`src/rtl/mmio_console.sv`:
```
// Memory-mapped console: watches the CPU mailbox word, queues PUTC characters
// into a small FIFO, and serialises them as UART 8N1; HALT latches an exit code.
//
// state  | meaning
// -------+-------------------------------------------------
// IDLE   | line high, pop FIFO head when a character waits
// START  | start bit (low) for one bit period
// DATA   | 8 data bits, LSB first, one bit period each
// STOP   | stop bit (high) for one bit period
module mmio_console #(
  parameter int CLKS_PER_BIT = 4,
  parameter int FIFO_DEPTH   = 4
) (
  input  logic        iwClk,
  input  logic        iwnRst,
  input  logic [31:0] iwLastData,
  output logic        owTx,
  output logic        owBusy,
  output logic        owHalted,
  output logic [7:0]  owExitCode,
  output logic        owOverflow
);

  localparam int PW = $clog2(FIFO_DEPTH);
  localparam int CW = PW + 1;
  localparam int BW = $clog2(CLKS_PER_BIT);
  localparam logic [BW-1:0] BAUD_RELOAD = BW'(CLKS_PER_BIT - 1);
  localparam logic [CW-1:0] FIFO_FULL   = CW'(FIFO_DEPTH);

  localparam logic [1:0] S_IDLE  = 2'd0;
  localparam logic [1:0] S_START = 2'd1;
  localparam logic [1:0] S_DATA  = 2'd2;
  localparam logic [1:0] S_STOP  = 2'd3;

  logic [31:0]   rPrev;
  logic [7:0]    rMem [FIFO_DEPTH];
  logic [PW-1:0] rWrPtr;
  logic [PW-1:0] rRdPtr;
  logic [CW-1:0] rCount;
  logic [1:0]    rState;
  logic [BW-1:0] rBaud;
  logic [2:0]    rIdx;
  logic [7:0]    rShift;
  logic          rTx;
  logic          rHalted;
  logic [7:0]    rExit;
  logic          rOverflow;

  logic wEvent;
  logic wPutc;
  logic wHalt;
  logic wEmpty;
  logic wFull;
  logic wPop;
  logic wPush;

  // Commands are edge-triggered on a change of the mailbox word.
  assign wEvent = (iwLastData != rPrev) && !rHalted;
  assign wPutc  = wEvent && (iwLastData[31:24] == 8'h01);
  assign wHalt  = wEvent && (iwLastData[31:24] == 8'hFF);
  assign wEmpty = (rCount == '0);
  assign wFull  = (rCount == FIFO_FULL);
  assign wPop   = (rState == S_IDLE) && !wEmpty;
  assign wPush  = wPutc && (!wFull || wPop);

  always_ff @(posedge iwClk or negedge iwnRst) begin
    if (!iwnRst) begin
      rPrev <= '0;
    end else begin
      rPrev <= iwLastData;
    end
  end

  always_ff @(posedge iwClk or negedge iwnRst) begin
    if (!iwnRst) begin
      rHalted   <= 1'b0;
      rExit     <= '0;
      rOverflow <= 1'b0;
    end else begin
      if (wHalt) begin
        rHalted <= 1'b1;
        rExit   <= iwLastData[7:0];
      end
      if (wPutc && wFull && !wPop) rOverflow <= 1'b1;
    end
  end

  // Storage needs no reset: validity is tracked entirely by rCount.
  always_ff @(posedge iwClk) begin
    if (wPush) rMem[rWrPtr] <= iwLastData[7:0];
  end

  always_ff @(posedge iwClk or negedge iwnRst) begin
    if (!iwnRst) begin
      rWrPtr <= '0;
      rRdPtr <= '0;
      rCount <= '0;
    end else begin
      if (wPush) rWrPtr <= rWrPtr + PW'(1);
      if (wPop)  rRdPtr <= rRdPtr + PW'(1);
      case ({wPush, wPop})
        2'b10:   rCount <= rCount + CW'(1);
        2'b01:   rCount <= rCount - CW'(1);
        default: rCount <= rCount;
      endcase
    end
  end

  always_ff @(posedge iwClk or negedge iwnRst) begin
    if (!iwnRst) begin
      rState <= S_IDLE;
      rBaud  <= '0;
      rIdx   <= '0;
      rShift <= '0;
      rTx    <= 1'b1;
    end else begin
      case (rState)
        S_IDLE: begin
          rTx <= 1'b1;
          if (!wEmpty) begin
            rShift <= rMem[rRdPtr];
            rState <= S_START;
            rBaud  <= BAUD_RELOAD;
            rTx    <= 1'b0;
          end
        end
        S_START: begin
          if (rBaud == '0) begin
            rState <= S_DATA;
            rBaud  <= BAUD_RELOAD;
            rIdx   <= '0;
            rTx    <= rShift[0];
          end else begin
            rBaud <= rBaud - BW'(1);
          end
        end
        S_DATA: begin
          if (rBaud == '0) begin
            rBaud <= BAUD_RELOAD;
            if (rIdx == 3'd7) begin
              rState <= S_STOP;
              rTx    <= 1'b1;
            end else begin
              rIdx <= rIdx + 3'd1;
              rTx  <= rShift[rIdx + 3'd1];
            end
          end else begin
            rBaud <= rBaud - BW'(1);
          end
        end
        S_STOP: begin
          if (rBaud == '0) begin
            rState <= S_IDLE;
          end else begin
            rBaud <= rBaud - BW'(1);
          end
        end
        default: begin
          rState <= S_IDLE;
          rTx    <= 1'b1;
        end
      endcase
    end
  end

  assign owTx       = rTx;
  assign owBusy     = !wEmpty || (rState != S_IDLE);
  assign owHalted   = rHalted;
  assign owExitCode = rExit;
  assign owOverflow = rOverflow;

endmodule
```
`config.mk`:
```
export PLATFORM = sky130hd
export DESIGN_NAME = mmio_console
export DESIGN_NICKNAME = d
export VERILOG_FILES = /design/src/rtl/mmio_console.sv
export SDC_FILE = /design/constraint.sdc
export NUM_CORES = 1
export LEC_CHECK = 0
export CAP_MARGIN = 20
export CORE_MARGIN = 1.5
export CORE_UTILIZATION = 65
export DETAILED_ROUTE_END_ITERATION = 12
export DONT_BUFFER_PORTS = 1
export PLACE_DENSITY = 0.81
export RECOVER_POWER = 50
export SLEW_MARGIN = 20
export SYNTH_ARGS = -nofsm -noshare
export SYNTH_HDL_FRONTEND = slang
export SYNTH_SLANG_ARGS = --single-unit
```
`constraint.sdc`:
```
create_clock -name iwClk -period 6.65 [get_ports iwClk]
set_input_delay 1.33 -clock iwClk [delete_from_list [all_inputs] [get_ports iwClk]]
set_output_delay 1.33 -clock iwClk [all_outputs]
set_load 0.03 [all_outputs]
```
==> impl_metrics.tcl, run 1 <==
set metrics [dict create \
    ioPinCount 46 \
    die_x_um 82.3 \
    num_rows 28 \
    wl_per_cell_um 18.1 \
    cts.sinks 97 \
    critPathMaxFanout 4 \
    worstSetupPathType "input port to flop" \
    worst_r2r_endpoint "rCount[1]" \
    end_kind "flop" \
    placed_cell_area_um2 4170 \
    syn_inst 259 \
    cp-startpoint "iwLastData[19]" \
    maxSlewHeadroom_pct 45.5 \
    cts_root_buf "clkbuf_8" \
    grt_pass1_wl_um 10100 \
    ant_nets 0 \
    ys_seq_elements 97 \
    holdPathStages 1 \
    drt_iter0_drc 153 \
    setup_ws_ns 3.69 \
    final_area_um2 4380 \
    fin_tns_setup_ns 0 \
    arrival_ns 3.21 \
    crit_required_ns 6.90 \
    routed-via-count 2062 \
    cp-start-kind "input port" \
    fin_util_pct 73.1 \
    period_minus_slack_ns 2.96 \
    tightest_slew_ns 0.806 \
    combPwrFrac_pct 26.0 \
    hp-start "rCount[2]" \
    cts_inserted_buffers 9 \
    max_cap_violations 0 \
    cts_buffer_depth 2 \
    rr_worst_depth 7 \
    portBuffers 0 \
    p_sw_mw 0.486 \
    syn-num-nets 306 \
    p_total_mw 1.61 \
    initial_utilization_pct 68.3 \
    timing.rr.start "rPrev[19]" \
    post_cts_resized 0 \
    die_area_um2 6780 \
    finClkSkew_ns 0.0151 \
    setup_viol 0 \
    tritoncts "yes" \
    rrSetupSlack_ns 4.24 \
    instances_no_fill 347 \
    slowest_stage "nor4_4" \
    area_delta_synth_final_pct 7.10 \
    avgSynthCellArea_um2 15.8 \
    clk_latency_ns 0.36 \
    antenna_found_initial 0 \
    layout-drive-gt1-share_pct 21.7 \
    dr.pass1.iters 4 \
    slew_viol_final 0 \
    routabilityCongestion 0.702 \
    n_fill_cell 381 \
    via_per_inst 5.94 \
    grt_pass1_vias 2136 \
    hold_viol 0 \
    crit_chain "xnor2_1, nand4_1, nor4_4, a21oi_1, nor2_1, fa_1, mux2_4" \
    drt-total-wl_um 6300 \
    pwr-share-seq_pct 49.7 \
    drc 0 \
    placedCellCount 331 \
    swShare_pct 30.2 \
    ir_drop_uv 219 \
    nets 314 \
    fp.coreArea_um2 5990 \
    grt_max_degree 66 \
    antenna_cells 0 \
    post_cts_buffers 0 \
    synthesis.area_um2 4090 \
    hold_path_class "flop to flop" \
    yosys_warnings 0 \
    post-dp-hpwl_um 4540 \
    fmax_ghz 0.338 \
    clk_pin_slew_ns 0.09 \
    seq_area_frac_synth_pct 63.3 \
    path_buf_inv 0 \
    hold_slack_ns 0.497 \
    die_y_um 82.3 \
    period_share_pct 44.4 \
    status "complete, no violations" \
    htreeDepth 3 \
    cts_hold_buf 0 \
    pwr-share-clk_pct 24.3 \
    grt.overflow.total 0 \
    intPower_mw 1.13 \
    dpl_worst_slack_ns 3.30 \
    powerDensity_nw_per_um2 368 \
    grt_util_all_layers_pct 21.0 \
    rsz0062_at_grt "false" \
    crit_path_max_incr_delay_ns 0.44 \
    holdPathEnd "rCount[2]" \
    critPathTopFamily "simple AND/OR/NAND/NOR gates" \
    synth.distinct_cells 39 \
    cellLeakagePower_nw 1.76 \
]
==> worst register-to-register path, delay by kind of cell (launching register included) <==
kind	cells	cell delay, ns
muxes	1	0.26
DFF	1	0.39
xor gates and xnor gates	1	0.20
AOI/OAI and AO/OA	1	0.23
adders and majority gates	1	0.43
and+or+nand+nor	3	0.78
==> cell usage after synthesis, drive strengths merged <==
library cell	number	area (um2)
a2111oi	1	15.0
a211oi	1	7.51
a21o	1	7.51
a21oi	4	20.0
a22o	5	43.8
a2bb2oi	1	8.76
and2	5	31.3
and2b	2	16.3
and3	1	6.26
and4	1	10.0
buf	1	3.75
clkbuf	2	7.51
dfrtp	64	1600
dfstp	1	26.3
edfxtp	32	961
fa	1	20.0
ha	12	150
inv	8	30.0
mux2	20	229
mux4	10	225
nand2	6	22.5
nand2b	3	18.8
nand3	3	15.0
nand4	9	75.1
nor2	8	30.0
nor3	4	20.0
nor4	4	55.1
nor4b	1	8.76
o21ai	8	40.0
o21bai	1	18.8
o31ai	1	7.51
o32a	1	10.0
xnor2	36	338
xor2	1	8.76
==> state kept, by name, summed over array words and instances, names as in the netlist <==
name,count
rWrPtr,2
rState,2
rShift,8
rPrev,32
rIdx,3
owExitCode,8
owOverflow,1
rRdPtr,2
owTx,1
rMem,32
owHalted,1
rBaud,2
rCount,3
==> worst max path at each step <==
| stage | depth (start not counted) | to | slack, ns |
|---|---|---|---|
| final | 7 | rCount[1] | 3.69 |
| after global routing | 4 | rMem[1][2] | 3.59 |
| after CTS | 7 | rCount[1] | 3.69 |
| after detailed placement | 7 | rCount[1] | 3.30 |
| after global placement | 7 | rCount[1] | 3.44 |
| after floorplan | 7 | rCount[1] | 3.55 |
==> logic make-up after synthesis <==
logic type,synth area share (%)
and+or+nand+nor,7.56
xor gates and xnor gates,8.48
DFF,63.3
adders and majority gates,4.16
buffers and inverters,1.01
muxes,11.1
AOI/OAI and AO/OA,4.38
==> power by group through the flow <==
stage / combinational [mW] / sequential, mW / clock (mW)
after global placement: 0.405 / 0.814 / 0
after global routing: 0.465 / 0.819 / 0.419
final: 0.419 / 0.801 / 0.391
after floorplan: 0.383 / 0.772 / 0
after CTS: 0.421 / 0.805 / 0.401
after detailed placement: 0.419 / 0.817 / 0
==> layout by cell type (no fill, tap or decap), drive strengths merged, types with 9 or more instances in the layout <==
master,count
dfrtp,64
nand4,9
mux2,20
edfxtp,32
inv,13
ha,12
mux4,10
xnor2,36
clkbuf,9
==> layout make-up <==
class	instances	area, um2	share of cell area, %
Clock inverter	7	83.8	1.91
Sequential cell	97	2590	59.1
Inverter	8	30.0	0.686
Clock buffer	9	124	2.83
Tap cell	75	93.8	2.14
Multi-Input combinational cell	151	1460	33.3
==> routing by layer <==
layer	share of wire, %	GRT usage (%)	routed length (um)	vias to the layer above
met5	0	0	0	-
met4	1.3	10.0	80	0
met3	4.8	5.38	305	7
met2	49	33.8	3100	56
met1	45	26.9	2810	1040
li1	-	-	-	959
Power figures use the tool's default switching activity.
==> run 2: changes to the inputs <==
Settings changed: CORE_UTILIZATION 65 to 56, PLACE_DENSITY 0.81 to 0.74.
Clock period 6.65 ns to 2.4 ns, I/O delays scaled along.
==> impl_metrics.tcl, run 2 (synthesis results as in run 1) <==
set metrics [dict create \
    holdPathEnd "rPrev[15]" \
    die_area_um2 7820 \
    cellLeakagePower_nw 1.83 \
    setup_viol 0 \
    worstSetupPathType "flop to flop" \
    rsz0062_at_grt "false" \
    nets 326 \
    die_x_um 88.5 \
    area_delta_synth_final_pct 10.8 \
    drc 0 \
    grt.overflow.total 0 \
    drt-total-wl_um 6540 \
    layout-drive-gt1-share_pct 24.6 \
    clk_latency_ns 0.37 \
    ioPinCount 46 \
    crit_required_ns 2.66 \
    antenna_cells 0 \
    period_share_pct 93.2 \
    cp-start-kind "flop" \
    hold_path_class "input port to flop" \
    fin_util_pct 65.3 \
    tritoncts "yes" \
    crit_path_max_incr_delay_ns 0.42 \
    portBuffers 0 \
    setup_ws_ns 0.163 \
    fin_tns_setup_ns 0 \
    cts_inserted_buffers 9 \
    end_kind "flop" \
    initial_utilization_pct 58.9 \
    rrSetupSlack_ns 0.16 \
    wl_per_cell_um 17.2 \
    ir_drop_uv 414 \
    routed-via-count 2111 \
    grt_max_degree 66 \
    violations "capacitance limit, slew limit" \
    max_cap_violations 1 \
    grt_pass1_vias 2278 \
    htreeDepth 3 \
    worst_r2r_endpoint "rCount[1]" \
    hp-start "iwLastData[15]" \
    maxSlewHeadroom_pct -3.54 \
    cts_root_buf "clkbuf_8" \
    timing.rr.start "rPrev[15]" \
    status "finished with violations" \
    cts.sinks 97 \
    via_per_inst 5.56 \
    die_y_um 88.5 \
    slew_viol_final 66 \
    critPathTopFamily "simple AND/OR/NAND/NOR gates" \
    grt_pass1_wl_um 10900 \
    dr.pass1.iters 4 \
    powerDensity_nw_per_um2 985 \
    critPathMaxFanout 4 \
    slowest_stage "fa_1" \
    cts_buffer_depth 2 \
    num_rows 30 \
    path_buf_inv 0 \
    crit_chain "xnor2_1, nand4_1, nor4_4, a21oi_1, nor2_1, fa_1, mux2_4" \
    finClkSkew_ns 0.0103 \
    tightest_slew_ns 1.55 \
    mostFrequentLayoutCells "64 x dfrtp_1, 33 x xnor2_1, 32 x edfxtp_1" \
    dpl_worst_slack_ns 0.0598 \
    top_regs "rMem: 32 flops, rPrev: 32 flops" \
    fp.coreArea_um2 6940 \
    antenna_found_initial 0 \
    grt_util_all_layers_pct 19.3 \
    clk_pin_slew_ns 0.10 \
    ant_nets 0 \
    layout_commonest_cell "dfrtp_1" \
    fmax_ghz 0.447 \
    arrival_ns 2.49 \
    drt_iter0_drc 101 \
    hold_slack_ns 0.127 \
    hold_viol 0 \
    routabilityCongestion 0.745 \
    p_total_mw 4.46 \
    post-dp-hpwl_um 4620 \
    rr_worst_depth 7 \
    holdPathStages 0 \
    period_minus_slack_ns 2.24 \
]
## run 2: cell count changes in the layout (fill, tap and decap cells not counted), sizes merged
| cell | change |
|---|---|
| bufinv | -1 |
| dlygate4sd3 | +1 |
| clkbuf | +2 |
| buf | +10 |
## run 2: repair_timing
action	CTS	global route
setup endpoints to repair	0	2
resized for setup	0	0
endpoints found under the hold margin	65	0
buffers inserted	0	1
hold buffers	2	0
## run 2: area by class of cell
class                      count  area [um2]
tap                           96         120
clock inverter                 6        56.3
timing repair buffer          12         140
clock buffer                  10         138
inverter                       8        30.0
multi-input combinational    151        1460
fill                         505        2410
sequential                    97        2590
## run 2: power breakdown
group | leakage [nW] | internal (mW) | switching (mW)
sequential | 1.06 | 1.95 | 0.269
combinational | 0.667 | 0.696 | 0.523
clock | 0.0977 | 0.431 | 0.594
total | 1.83 | 3.07 | 1.39
## run 2: layer usage
layer	global-route usage (%)	vias up	wire [um]
met4	9.80	0	98
met2	31.6	40	3320
met1	24.8	1074	2860
met3	3.64	9	263
li1	-	988	-
met5	0	-	0
## run 2: worst max path at each step
stage	start	to	cells after the start
floorplan	iwLastData[22]	rCount[1]	7
global placement	iwLastData[7]	rCount[1]	7
detailed placement	iwLastData[21]	rCount[1]	7
CTS	rPrev[7]	rCount[1]	7
global route	iwnRst	owExitCode[1]	2
finish	rPrev[15]	rCount[1]	7
## run 2: per-stage QoR
step,area [um2],std cells
finish,4530,380
global placement,4320,361
global route,4530,380
detailed placement,4320,361
floorplan,4090,259
CTS,4550,379
==> run 3: changes to the inputs <==
Settings changed: CORE_ASPECT_RATIO set to 1.75.
==> impl_metrics.tcl, run 3 (synthesis results as in run 1) <==
set metrics [dict create \
    via_per_inst 5.68 \
    grt.overflow.total 0 \
    crit_required_ns 2.61 \
    portBuffers 0 \
    ant_nets 0 \
    top_regs "rMem: 32 flops, rPrev: 32 flops" \
    ioPinCount 46 \
    period_share_pct 93.5 \
    rsz0062_at_grt "false" \
    antenna_found_initial 0 \
    drc 0 \
    layout-drive-gt1-share_pct 23.7 \
    setup_viol 0 \
    nets 325 \
    period_minus_slack_ns 2.24 \
    die_y_um 116 \
    timing.rr.start "rPrev[21]" \
    fin_tns_setup_ns 0 \
    area_delta_synth_final_pct 11.4 \
    critPathMaxFanout 4 \
    violations "capacitance limit, slew limit" \
    slew_viol_final 66 \
    holdPathStages 0 \
    grt_util_all_layers_pct 19.0 \
    arrival_ns 2.46 \
    ir_drop_uv 692 \
    die_area_um2 7840 \
    antenna_cells 0 \
    hp-start "iwLastData[6]" \
    maxSlewHeadroom_pct -4.55 \
    num_rows 41 \
    drt-total-wl_um 6580 \
    tritoncts "yes" \
    htreeDepth 3 \
    cellLeakagePower_nw 1.85 \
    cp-start-kind "flop" \
    cts_buffer_depth 2 \
    initial_utilization_pct 57.3 \
    wl_per_cell_um 17.8 \
    placed_cell_area_um2 4290 \
    layout_commonest_cell "dfrtp_1" \
    status "finished with violations" \
    clk_latency_ns 0.33 \
    finClkSkew_ns 0.00889 \
    routabilityCongestion 0.728 \
    post_cts_buffers 0 \
    post-dp-hpwl_um 4670 \
    fp.coreArea_um2 7130 \
    hold_path_class "input port to flop" \
    end_kind "flop" \
    routed-via-count 2095 \
    tightest_slew_ns 1.57 \
    powerDensity_nw_per_um2 1030 \
    cts_inserted_buffers 9 \
    hold_viol 0 \
    fmax_ghz 0.446 \
    dr.pass1.iters 4 \
    cp-startpoint "rPrev[21]" \
    grt_pass1_wl_um 10600 \
    clk_pin_slew_ns 0.07 \
    max_cap_violations 1 \
    worstSetupPathType "flop to flop" \
    die_x_um 67.6 \
    final_area_um2 4560 \
    grt_pass1_vias 2233 \
    cts_root_buf "clkbuf_16" \
    n_fill_cell 504 \
    rr_worst_depth 7 \
    grt_max_degree 66 \
    drt_iter0_drc 83 \
    cts.sinks 97 \
    mostFrequentLayoutCells "64 x dfrtp_1, 33 x xnor2_1, 32 x edfxtp_1" \
]
-- run 3: worst paths after layout --
kind,endpoint,slack [ns]
max in group asynchronous,owExitCode[7],0.93
setup reg to reg,rCount[1],0.16
hold / removal,rPrev[6],0.17
min in group asynchronous,rIdx[2],0.53
setup / recovery,rCount[1],0.16
hold reg to reg,rCount[2],0.50
-- run 3: per-stage QoR --
stage | std cells | setup slack, ns | utilization (%) | power [mW] | hold slack, ns
finish | 369 | 0.156 | 63.9 | 4.69 | 0.168
global route | 369 | 0.0173 | 63.9 | 4.96 | 0.149
CTS | 369 | 0.139 | 64.2 | 4.77 | 0.0191
detailed placement | 352 | 0.0698 | 60.1 | 3.45 | 0.186
global placement | 352 | 0.120 | 60.1 | 3.40 | 0.187
floorplan | 259 | 0.151 | - | 3.20 | 0.184
-- run 3: worst max-delay path, cell delays in order (launching register included) --
cell and delay (ns):
dfrtp_1 0.38, xnor2_1 0.16, nand4_1 0.17, nor4_4 0.42, a21oi_1 0.15, nor2_1 0.16
fa_1 0.43, mux2_4 0.26
-- run 3: power by group --
group	total, mW	internal (mW)	switching, mW
clock network	1.26	0.703	0.561
logic	1.21	0.685	0.526
registers	2.22	1.95	0.267
-- run 3: final cells by class --
cell class | count | area, um2 | area share, %
Inverter | 8 | 30.0 | 0.659
Multi-Input combinational cell | 151 | 1460 | 32.0
Clock inverter | 5 | 32.5 | 0.714
Sequential cell | 97 | 2590 | 56.8
Timing Repair Buffer | 11 | 105 | 2.31
Clock buffer | 11 | 233 | 5.11
Tap cell | 86 | 108 | 2.36
-- run 3: routing by layer --
metal / track usage (%) / share of wire (%) / routed length (um)
met1: 21.1 / 38 / 2520
met3: 5.05 / 3.4 / 223
met4: 7.89 / 2.1 / 136
met5: 0 / 0 / 0
met2: 33.6 / 56 / 3710
-- run 3: repair_timing --
| action | CTS | global route |
|---|---|---|
| hold endpoints to repair | 65 | 0 |
| resized for setup | 0 | 0 |
| hold buffers | 1 | 0 |
| endpoints found under the setup margin | 0 | 0 |
